<file path="src/rtl/mmio_ctrl.sv">
// Memory-mapped I/O controller: splits CPU accesses between RAM and an I/O window holding
// output registers, synchronized inputs with rising-edge capture, and a down-counting timer.
module mmio_ctrl #(
  parameter int unsigned          DATA_W  = 16,
  parameter int unsigned          ADDR_W  = 9,
  parameter int unsigned          N_OUT   = 2,
  parameter int unsigned          N_IN    = 2,
  parameter logic [ADDR_W-1:0]    IO_BASE = 9'h100
) (
  input  logic                    clk,
  input  logic                    reset,
  input  logic [1:0]              mem_cmd,
  input  logic [ADDR_W-1:0]       mem_addr,
  input  logic [DATA_W-1:0]       write_data,
  input  logic [DATA_W-1:0]       ram_dout,
  input  logic [N_IN*DATA_W-1:0]  in_ports,
  output logic [DATA_W-1:0]       read_data,
  output logic                    ram_write,
  output logic [N_OUT*DATA_W-1:0] out_ports,
  output logic                    irq
);

  localparam int unsigned OFF_W      = 7;
  localparam logic [1:0]  CMD_READ   = 2'b01;
  localparam logic [1:0]  CMD_WRITE  = 2'b10;
  localparam logic [OFF_W-1:0] OFF_IN     = 7'h40;
  localparam logic [OFF_W-1:0] OFF_EDGE   = 7'h60;
  localparam logic [OFF_W-1:0] OFF_TLOAD  = 7'h70;
  localparam logic [OFF_W-1:0] OFF_TCTRL  = 7'h71;
  localparam logic [OFF_W-1:0] OFF_TCOUNT = 7'h72;

  // Address decode
  logic             w_rd;
  logic             w_wr;
  logic             w_is_io;
  logic             w_in_window;
  logic             w_wr_io;
  logic [OFF_W-1:0] w_off;

  assign w_rd        = (mem_cmd == CMD_READ);
  assign w_wr        = (mem_cmd == CMD_WRITE);
  assign w_is_io     = mem_addr[ADDR_W-1];
  assign w_in_window = w_is_io && (mem_addr[ADDR_W-1:OFF_W] == IO_BASE[ADDR_W-1:OFF_W]);
  assign w_off       = mem_addr[OFF_W-1:0];
  assign w_wr_io     = w_wr && w_in_window;
  assign ram_write   = w_wr && !w_is_io;

  logic w_edge_wr;
  logic w_tload_wr;
  logic w_tctrl_wr;

  assign w_edge_wr  = w_wr_io && (w_off == OFF_EDGE);
  assign w_tload_wr = w_wr_io && (w_off == OFF_TLOAD);
  assign w_tctrl_wr = w_wr_io && (w_off == OFF_TCTRL);

  // Output port registers
  logic [DATA_W-1:0] r_out [N_OUT];

  always_ff @(posedge clk) begin
    if (reset) begin
      for (int i = 0; i < N_OUT; i++) r_out[i] <= '0;
    end else begin
      for (int i = 0; i < N_OUT; i++) begin
        if (w_wr_io && (w_off == OFF_W'(i))) r_out[i] <= write_data;
      end
    end
  end

  for (genvar g = 0; g < N_OUT; g++) begin : g_out
    assign out_ports[g*DATA_W +: DATA_W] = r_out[g];
  end

  // Input synchronizers; IN[0] carries an extra stage for edge detection
  logic [DATA_W-1:0] w_in    [N_IN];
  logic [DATA_W-1:0] r_sync1 [N_IN];
  logic [DATA_W-1:0] r_sync2 [N_IN];
  logic [DATA_W-1:0] r_in0_d;
  logic [DATA_W-1:0] r_edge;
  logic [DATA_W-1:0] w_rise;
  logic [DATA_W-1:0] w_edge_clr;

  for (genvar g = 0; g < N_IN; g++) begin : g_in
    assign w_in[g] = in_ports[g*DATA_W +: DATA_W];
  end

  assign w_rise     = r_sync2[0] & ~r_in0_d;
  assign w_edge_clr = w_edge_wr ? write_data : '0;

  always_ff @(posedge clk) begin
    if (reset) begin
      for (int i = 0; i < N_IN; i++) begin
        r_sync1[i] <= '0;
        r_sync2[i] <= '0;
      end
      r_in0_d <= '0;
      r_edge  <= '0;
    end else begin
      for (int i = 0; i < N_IN; i++) begin
        r_sync1[i] <= w_in[i];
        r_sync2[i] <= r_sync1[i];
      end
      r_in0_d <= r_sync2[0];
      // A new edge beats a coincident write-1-to-clear on the same bit
      r_edge  <= (r_edge & ~w_edge_clr) | w_rise;
    end
  end

  // Timer
  logic [DATA_W-1:0] r_tload;
  logic [DATA_W-1:0] r_tcount;
  logic              r_en;
  logic              r_auto;
  logic              r_exp;
  logic [DATA_W-1:0] w_tload_nxt;
  logic [DATA_W-1:0] w_tcount_nxt;
  logic              w_en_nxt;
  logic              w_auto_nxt;
  logic              w_exp_nxt;
  logic              w_expire;

  assign w_expire = r_en && (r_tcount == '0);

  always_comb begin
    w_tload_nxt  = r_tload;
    w_tcount_nxt = r_tcount;
    w_en_nxt     = r_en;
    w_auto_nxt   = r_auto;
    w_exp_nxt    = r_exp;
    if (w_expire) begin
      if (r_auto) w_tcount_nxt = r_tload;
      else        w_en_nxt     = 1'b0;
    end else if (r_en) begin
      w_tcount_nxt = r_tcount - DATA_W'(1);
    end
    if (w_tctrl_wr) begin
      w_en_nxt   = write_data[0];
      w_auto_nxt = write_data[1];
      if (write_data[2]) w_exp_nxt = 1'b0;
    end
    if (w_expire) w_exp_nxt = 1'b1;
    // A TLOAD write overrides any decrement or reload in the same cycle
    if (w_tload_wr) begin
      w_tload_nxt  = write_data;
      w_tcount_nxt = write_data;
    end
  end

  always_ff @(posedge clk) begin
    if (reset) begin
      r_tload  <= '0;
      r_tcount <= '0;
      r_en     <= 1'b0;
      r_auto   <= 1'b0;
      r_exp    <= 1'b0;
    end else begin
      r_tload  <= w_tload_nxt;
      r_tcount <= w_tcount_nxt;
      r_en     <= w_en_nxt;
      r_auto   <= w_auto_nxt;
      r_exp    <= w_exp_nxt;
    end
  end

  assign irq = r_exp;

  // Read mux: zero for anything that is not a READ to RAM or a mapped register
  always_comb begin
    read_data = '0;
    if (w_rd) begin
      if (!w_is_io) begin
        read_data = ram_dout;
      end else if (w_in_window) begin
        for (int i = 0; i < N_OUT; i++) begin
          if (w_off == OFF_W'(i)) read_data = r_out[i];
        end
        for (int i = 0; i < N_IN; i++) begin
          if (w_off == (OFF_IN + OFF_W'(i))) read_data = r_sync2[i];
        end
        case (w_off)
          OFF_EDGE:   read_data = r_edge;
          OFF_TLOAD:  read_data = r_tload;
          OFF_TCTRL:  read_data = DATA_W'({r_exp, r_auto, r_en});
          OFF_TCOUNT: read_data = r_tcount;
          default:    ;
        endcase
      end
    end
  end

endmodule

</file>
<file path="config.mk">
export PLATFORM = sky130hd
export DESIGN_NAME = mmio_ctrl
export DESIGN_NICKNAME = d
export VERILOG_FILES = /design/src/rtl/mmio_ctrl.sv
export SDC_FILE = /design/constraint.sdc
export NUM_CORES = 1
export LEC_CHECK = 0
export BUFFER_PORTS_ARGS = -buffer_cell sky130_fd_sc_hd__buf_2
export CAP_MARGIN = 20
export CORE_ASPECT_RATIO = 0.5
export CORE_UTILIZATION = 50
export DETAILED_ROUTE_END_ITERATION = 8
export GPL_ROUTABILITY_DRIVEN = 0
export PLACE_DENSITY_LB_ADDON = 0.05
export REMOVE_ABC_BUFFERS = 1
export SLEW_MARGIN = 40
export SYNTH_ARGS = -nofsm -noshare
export SYNTH_HDL_FRONTEND = slang
export SYNTH_SLANG_ARGS = --single-unit
</file>
<file path="constraint.sdc">
create_clock -name clk -period 6.7 [get_ports clk]
set_input_delay 0.67 -clock clk [delete_from_list [all_inputs] [get_ports clk]]
set_output_delay 0.67 -clock clk [all_outputs]
set_load 0.01 [all_outputs]
</file>
### After elaboration in Yosys (flattened, before gate mapping)

Memories as Yosys holds them, arrays and structs flattened.
Index checks and enable logic that the tools add are counted.

* bits in read-only memories: 0
* word-level logic and storage cells: 86
* memory bits (writable): 96
* memories: 3
* latch bits: 0
* flip-flop bits (word level): 67

Memories
* r_out: words 2, width 16, rd ports 2, clocked after memory_dff 0, wr ports 2, line 57 `logic [DATA_W-1:0] r_out [N_OUT];`
* r_sync1: words 2, width 16, rd ports 2, clocked after memory_dff 0, wr ports 2, line 75 `logic [DATA_W-1:0] r_sync1 [N_IN];`
* r_sync2: words 2, width 16, rd ports 2, clocked after memory_dff 0, wr ports 2, line 76 `logic [DATA_W-1:0] r_sync2 [N_IN];`

* bitwise operators: 11
* div/mod/pow operators: 0
* shifts and indexed selects: 0
* multiplexer cells: 34
* equality and inequality tests: 12
* $mul: 0
* $lt $le $gt $ge: 0
* add/sub/neg operators: 1
* reductions and logical operators: 18

Operators by type and width (number)
* two-way mux 16 bit: 18
* case mux 16 bit (4 select lines): 1
* equality test 7 bit, second input constant: 6
* AND 16 bit: 2
* inverter 16 bit: 2
* zero test 16 bit: 1
* bitwise OR 16 bit: 1
* subtractor 16 x 1 -> 16 bit, second input constant: 1
* two-way mux 1 bit: 15
* logical AND 1 bit: 9
* equality test 7 x 1 -> 1 bit, second input constant: 1
* zero test 7 bit: 1
* bitwise OR 1 bit: 6
* AND reduction 2 bit: 3
* equality test 2 bit, second input constant: 2
* nonzero test 2 bit: 2
* inequality test 3 bit, second input constant: 1
* nonzero test 3 bit: 1
* equality test 2 x 1 -> 1 bit, second input constant: 1
* inequality test 2 bit, second input constant: 1
* zero test 1 bit: 1

### Logic depth before layout (Yosys ltp)

Gate-level depths: netlist (run 1).

* depth in word-level cells: 9
* depth in mapped cells: 9

### Worst setup path before layout (run 1)

OpenSTA, ideal clock, no wires.

* kind: input-to-output
* start: input port mem_addr[4]
* end: output port read_data[0]
* data required time: 6.030 ns
* data arrival time: 2.165 ns
* path slack: 3.865 ns
* stages on the path: 7
* buffers on the path: 1
* cell sequence: buf_2 -> nand3_1 -> or4_1 -> nand2_1 -> a221oi_1 -> a31oi_1 -> a22o_1

* longest elaborated chain between the ends: 9
* elaborated cells on any way between the ends: 16
* those cells by class: 7 x eq/ne; 8 x mux; 1 x reduce/logical

Ends and longest elaborated chain
* from (decl): line 13 `input logic [ADDR_W-1:0] mem_addr,`
* zero test 7 bit: line 174 `if (w_off == OFF_W'(i)) read_data = r_out[i];`
* two-way mux 16 bit (2 in series): line 174
* two-way mux 16 bit (2 in series): line 177 `if (w_off == (OFF_IN + OFF_W'(i))) read_data = r_sync2[i];`
* case mux 16 bit (4 select lines) *: line 179 `case (w_off)`
* two-way mux 16 bit *: line 172 `end else if (w_in_window) begin`
* two-way mux 16 bit *: line 170 `if (!w_is_io) begin`
* two-way mux 16 bit *: line 169 `if (w_rd) begin`
* to (decl): line 17 `output logic [DATA_W-1:0] read_data,`

Every way passes the cells marked *; elsewhere a longest branch is shown, timed or not.

### Final worst setup path (run 1)

* start: input port mem_addr[6]
* end: output port read_data[2]

Same word-level chain as after synthesis.

==> results.md, run 1 <==
* Remaining Overflow, GRT at 0
* Final sum of negative setup slack at 0 ns
* Critical Path Most Common Cell: buf_2
* Wire length of the first global-routing pass at 29,100 um
* Post-synth top area cell: dfxtp_1
* Clock transition at the register clock pins on the worst setup and hold paths after CTS at 0.07 ns
* Register bit count reported by yosys at 163
* Clock latency on the worst-skew pair at 0.43 ns
* Reg-to-Reg Start: r_tcount[0]
* Final nets at 919
* Number of CTS-inserted buffers at 17
* Leading cell type by number of instances after synthesis: dfxtp_1
* Synthesized instance count at 729
* Number of sinks handled by clock tree synthesis at 163
* Power density of the placed cells at 256 nW/um^2
* Outcome: complete, no violations
* Number of design-rule violations left by the first detailed-router iteration at 516
* Terminus of the critical flop-to-flop path: r_tcount[9]
* Post-CTS setup buffer count at 0
* Total routing resource utilization after global routing at 26.9%
* Fin crit share at 55.5%
* Area enclosed by the die boundary at 14,500 um^2
* Largest net degree at the start of global routing at 77
* Max rail drop VDD at 0.185 mV
* Number of placement rows at 30
* Reg-to-reg slack, setup at 4.02 ns
* EDFF count, synth at 32
* Vias after detailed routing at 5,816
* Area grow syn2layout at 19.6%
* Total wire length after detailed routing at 19,000 um
* Hold path startpoint: r_sync1[0][8]
* Worst slew margin at 41.2%
* Antenna violation net count after detailed routing at 0
* Hold crit path type: flop to flop
* Sum of buffers and inverters on the critical path at 2
* Avg Vias per Cell at 5.57
* Fillers at 1,177
* Setup skew after layout at 0.0116 ns
* Hold path cells at 1
* Detail Placement HPWL at 12,300 um
* Number of top-level pins at 127
* Number of endpoints with negative hold slack in the final report at 0
* First-pass iteration count of the detailed router at 5
* Maximum clock frequency at 269 MHz
* Number of antenna violations at the first check in global routing at 1
* Global-route met1 utilization at 40.9%
* Maximum root-to-sink buffer count at 2
* Library cell contributing the largest single delay on the critical path: or4_1
* H-Tree Depth at 4
* Predominant post-synthesis flop cell: dfxtp_1
* GRT met3 Usage at 6.92%
* Routed length per instance at 18.1 um
* Number of antenna cells inserted at 0
* Worst Hold Margin at 0.435 ns
* DRC Markers at 0
* Min Tclk post-route at 3.72 ns
* Routing layer with the top usage in global route: met1
* Cell types with the highest counts after synthesis: dfxtp_1 (131), nand2_1 (107), nor2b_1 (98)
* Family with the most delay on the worst path: simple AND/OR/NAND/NOR gates
* Worst Max-Slew Pin Slew at 0.874 ns
* Met2 GRT Util at 37.3%
* Pins Over Slew Limit at 0
* Proportion of synthesized flip-flops having asynchronous set or reset at 0%
* Die Height at 85.7 um
* Width of the chip at 169 um
* Per-instance average area after synthesis at 9.61 um^2
* Resize count post-CTS at 0
* Core Region at 13,600 um^2
* Initial standard-cell utilization of the core at 51.4%
* Endpoints failing setup at 0
* Worst slack at placement at 3.00 ns
* Max cap viols at 0
* Fraction of post-synthesis cell area in the top cell type by area at 37.4%
* Leak at 3.49 nW
* Count of distinct cell types in the synthesized netlist at 66
* Maximum fanout along the worst path at 21
* Setup repair after global routing missed its margin: false
* Sequential area share after synthesis at 51.1%
* Required time of the critical path at 6.03 ns
* WHS Endpoint: r_sync2[0][8]
* Cell-by-cell listing of the critical path: buf_2 -> nand3_1 -> or4_1 -> nand2_1 -> a221oi_1 -> a31oi_1 -> a22o_1 -> buf_2
* Crit path arrival time at 3.05 ns
* Worst Path Class, Setup: input port to output pin
* Master cell of the clock root buffer: clkbuf_16
* Layout cells sized above 1 at 24.5%
* Number of global-route vias before repair at 5,231
* Peak per-stage delay on the critical path at 0.63 ns
* Number of warnings issued by yosys at 0
* Element type at the critical path start: input port
* Largest cells by area after synthesis: dfxtp_1 (37%), edfxtp_1 (14%), nor2b_1 (8.8%)
* Total of hold buffers inserted after clock tree synthesis at 0
* Area of the mapped netlist at 7010 um^2
* Count of input and output buffers at 126
* Path depth of the worst reg2reg path at 8
* Smallest setup slack after layout at 2.98 ns
* Element type at the critical path end: output pin
* CTS tree: built
-- area by class of cell --
| type | count | area (um^2) | share of cell area [%] |
|---|---|---|---|
| Clock buffer | 21 | 470 | 5.61 |
| Sequential cell | 163 | 3580 | 42.8 |
| Multi-Input combinational cell | 514 | 3220 | 38.5 |
| Tap cell | 192 | 240 | 2.87 |
| Timing Repair Buffer | 138 | 727 | 8.68 |
| Clock inverter | 11 | 114 | 1.36 |
| Inverter | 6 | 22.5 | 0.269 |
-- power by group --
part | internal, mW | total [mW] | switching [mW]
registers | 1.03 | 1.05 | 0.0167
clock network | 0.551 | 0.961 | 0.410
logic | 0.0577 | 0.136 | 0.0784
total | 1.64 | 2.15 | 0.505
-- cell usage in the layout (no fill, tap or decap), drive strengths merged, types with 13 or more instances in the layout --
cell	count
mux2i	21
nand3	16
nor2b	98
nor3	20
dfxtp	131
edfxtp	32
buf	138
a21oi	44
inv	13
and2	15
nand2	107
clkbuf	21
o21ai	32
a22o	16
mux2	16
nor2	42
-- state kept, by name, summed over array words and instances (netlist names) --
name and flops:
r_tload 16, r_out 32, r_en 1, r_edge 16
r_tcount 16, r_sync2 32, r_auto 1, irq 1
r_in0_d 16, r_sync1 32
-- metal layers --
metal	wire [um]	part of all wire, %
met1	9590	51
met2	7500	40
met3	1640	8.7
met4	215	1.1
met5	13	0.069
-- logic make-up (layout without fill, tap and decap cells) --
logic type	after synthesis	after routing	synth area share (%)
AOI/OAI and AO/OA	141	141	13.6
xor gates and xnor gates	4	4	0.500
adders and majority gates	2	2	0.357
buffers and inverters	52	176	3.32
DFF	163	163	51.1
muxes	37	37	5.62
and+or+nand+nor	330	330	25.4
-- how the worst max path moves through the flow --
stage,from,cells after the start,slack [ns],endpoint
3_3_place_gp,mem_addr[6],8,3.07,read_data[2]
2_1_floorplan,mem_addr[8],2,3.74,read_data[14]
6_report,mem_addr[6],8,2.98,read_data[2]
4_1_cts,mem_addr[6],8,2.98,read_data[1]
3_5_place_dp,mem_addr[6],8,3.00,read_data[1]
5_1_grt,mem_addr[6],8,2.83,read_data[1]
-- stage by stage --
stage	power, mW	cells	cell area, um^2	util [%]
after floorplan	1.12	683	6800	-
after global placement	1.20	1011	7770	57.0
after detailed placement	1.21	1012	7780	57.1
after CTS	2.16	1044	8370	61.4
after global routing	2.22	1045	8380	61.5
final	2.15	1045	8380	61.5
(Power assumes the default switching activity.)
==> inputs of run 2 (changes only) <==
ABC_AREA = 1   (was unset)
clock period = 3.5 ns   (was 6.7 ns; I/O delays follow)
==> results.md, run 2 <==
* Outcome: complete, no violations
* Critical Path Most Common Cell: nand2_1
* Total of hold buffers inserted after clock tree synthesis at 0
* Initial standard-cell utilization of the core at 51.7%
* Area of the mapped netlist at 7550 um^2
* Vias after detailed routing at 7,069
* Worst Hold Margin at 0.115 ns
* Clock transition at the register clock pins on the worst setup and hold paths after CTS at 0.06 ns
* Post-Layout Cell Count at 1,404
* Maximum fanout along the worst path at 32
* Predominant post-synthesis flop cell: dfxtp_1
* Worst Max-Slew Pin Slew at 0.817 ns
* Most frequent cells in the layout: nor2_1 (224), inv_1 (192), nand2_1 (188), dfxtp_1 (131), buf_2 (125)
* Post-synth top area cell: dfxtp_1
* Maximum clock frequency at 347 MHz
* Placed insts at 1,372
* Min Tclk post-route at 2.88 ns
* Clock latency on the worst-skew pair at 0.43 ns
* Total routing resource utilization after global routing at 29.2%
* Number of antenna cells inserted at 0
* CTS tree: built
* Sequential area share after synthesis at 47.5%
* Max rail drop VDD at 0.358 mV
* Remaining Overflow, GRT at 0
* Total wire length after detailed routing at 22,100 um
* Final sum of negative setup slack at 0 ns
* Core Region at 14,600 um^2
* Area enclosed by the die boundary at 15,600 um^2
* Library cell contributing the largest single delay on the critical path: nor2_1
* Worst slew margin at 45.3%
* Wire length of the first global-routing pass at 33,700 um
* Area grow syn2layout at 17.5%
* Hold crit path type: input port to flop
* Number of top-level pins at 127
* First-pass iteration count of the detailed router at 5
* Required time of the critical path at 3.15 ns
* Leading cell type by number of instances after synthesis: nor2_1
* Endpoints failing setup at 0
* EDFF count, synth at 32
* Worst Path Class, Setup: input port to output pin
* Post-CTS setup buffer count at 0
* Setup repair after global routing missed its margin: false
* Proportion of synthesized flip-flops having asynchronous set or reset at 0%
* Number of sinks handled by clock tree synthesis at 163
* Number of CTS-inserted buffers at 17
* Top Registers: r_out x32, r_sync1 x32, r_sync2 x32
* Number of global-route vias before repair at 6,080
* Master cell of the clock root buffer: clkbuf_16
* Pins Over Slew Limit at 0
* Fin crit share at 82.3%
* Peak per-stage delay on the critical path at 0.64 ns
* Fraction of post-synthesis cell area in the top cell type by area at 34.8%
* Antenna violation net count after detailed routing at 0
* Die Height at 88.9 um
* Number of endpoints with negative hold slack in the final report at 0
* Synthesized instance count at 1,085
* Avg Vias per Cell at 5.03
* Detail Placement HPWL at 16,000 um
* Register bit count reported by yosys at 163
* Number of warnings issued by yosys at 0
* Width of the chip at 176 um
* H-Tree Depth at 4
* Most common library cell in the layout ignoring fill and taps: nor2_1
* Cell types with the highest counts after synthesis: nor2_1 (224), inv_1 (192), nand2_1 (188)
* Max cap viols at 0
* Layout cells sized above 1 at 14.3%
* Routed length per instance at 15.8 um
* Element type at the critical path end: output pin
* Per-instance average area after synthesis at 6.95 um^2
* Number of antenna violations at the first check in global routing at 0
* Count of distinct cell types in the synthesized netlist at 30
* DRC Markers at 0
* Element type at the critical path start: input port
* Crit path arrival time at 2.53 ns
* Largest net degree at the start of global routing at 93
* Cell-by-cell listing of the critical path: buf_2 -> inv_1 -> nand2_1 -> nor2_1 -> nand2_1 -> nand3_1 -> buf_4 -> nor2_1 -> nand2_1 -> nand3_1 -> a21oi_1 -> buf_2
* Resize count post-CTS at 0
* Number of design-rule violations left by the first detailed-router iteration at 881
* Count of input and output buffers at 126
* Leak at 4.05 nW
* Number of placement rows at 31
* Power density of the placed cells at 470 nW/um^2
* Maximum root-to-sink buffer count at 2
* Setup skew after layout at 0.00843 ns
* Final nets at 1,272
* Largest cells by area after synthesis: dfxtp_1 (35%), edfxtp_1 (13%), nor2_1 (11%)
## run 2: worst max-delay path, delay by kind of cell
kind / cells / cell delay, ns
simple gates: 7 / 1.33
buf+inv: 4 / 0.68
compound gates: 1 / 0.14
## run 2: worst paths after layout
| check | startpoint | end | slack [ns] | depth (start not counted) |
|---|---|---|---|---|
| worst max-delay path | mem_addr[1] | read_data[10] | 0.62 | 12 |
| worst min-delay path | in_ports[16] | r_sync1[0][16] | 0.12 | 3 |
| worst max register to register | r_tcount[0] | r_tcount[7] | 1.38 | 11 |
| worst min register to register | r_sync1[0][8] | r_sync2[0][8] | 0.40 | 2 |
## run 2: layout make-up
cell class,count,area [um^2]
clock buffers,23,490
clock inverters,9,96.3
fillers,1451,5720
inverters,195,732
multi-input cells,680,3000
flip-flops and latches,163,3580
well taps,198,248
repair buffers,136,716
## run 2: cells by family after synthesis
| logic type | Yosys count | share of synthesized area, % |
|---|---|---|
| AO/OA/AOI/OAI | 98 | 6.90 |
| XOR/XNOR | 4 | 0.464 |
| adder cells (fa/ha/maj) | 2 | 0.332 |
| buffers and inverters | 242 | 12.8 |
| flip-flops | 163 | 47.5 |
| AND/OR/NAND/NOR | 576 | 32.0 |
## run 2: stage by stage
stage / cell area, um^2 / utilization (%) / total power, mW / worst slack [ns]
after global placement: 8260 / 56.7 / 2.33 / 0.723
after global routing: 8870 / 60.8 / 4.29 / 0.493
after floorplan: 7310 / - / 2.17 / 0.792
after detailed placement: 8280 / 56.8 / 2.33 / 0.717
after CTS: 8870 / 60.8 / 4.17 / 0.715
final: 8870 / 60.8 / 4.16 / 0.621
## run 2: per-layer routing
metal / vias up / global-route usage (%) / wire, um
li1: 3576 / - / -
met1: 3172 / 41.9 / 10500
met2: 303 / 40.5 / 8890
met3: 18 / 11.3 / 2530
met4: 0 / 7.43 / 169
met5: - / 0 / 0
## run 2: report_power, final
group / internal, mW / leakage, nW / switching, mW
clock network: 1.07 / 0.280 / 0.791
logic: 0.0934 / 2.39 / 0.189
registers: 1.98 / 1.38 / 0.0328
total: 3.15 / 4.05 / 1.01
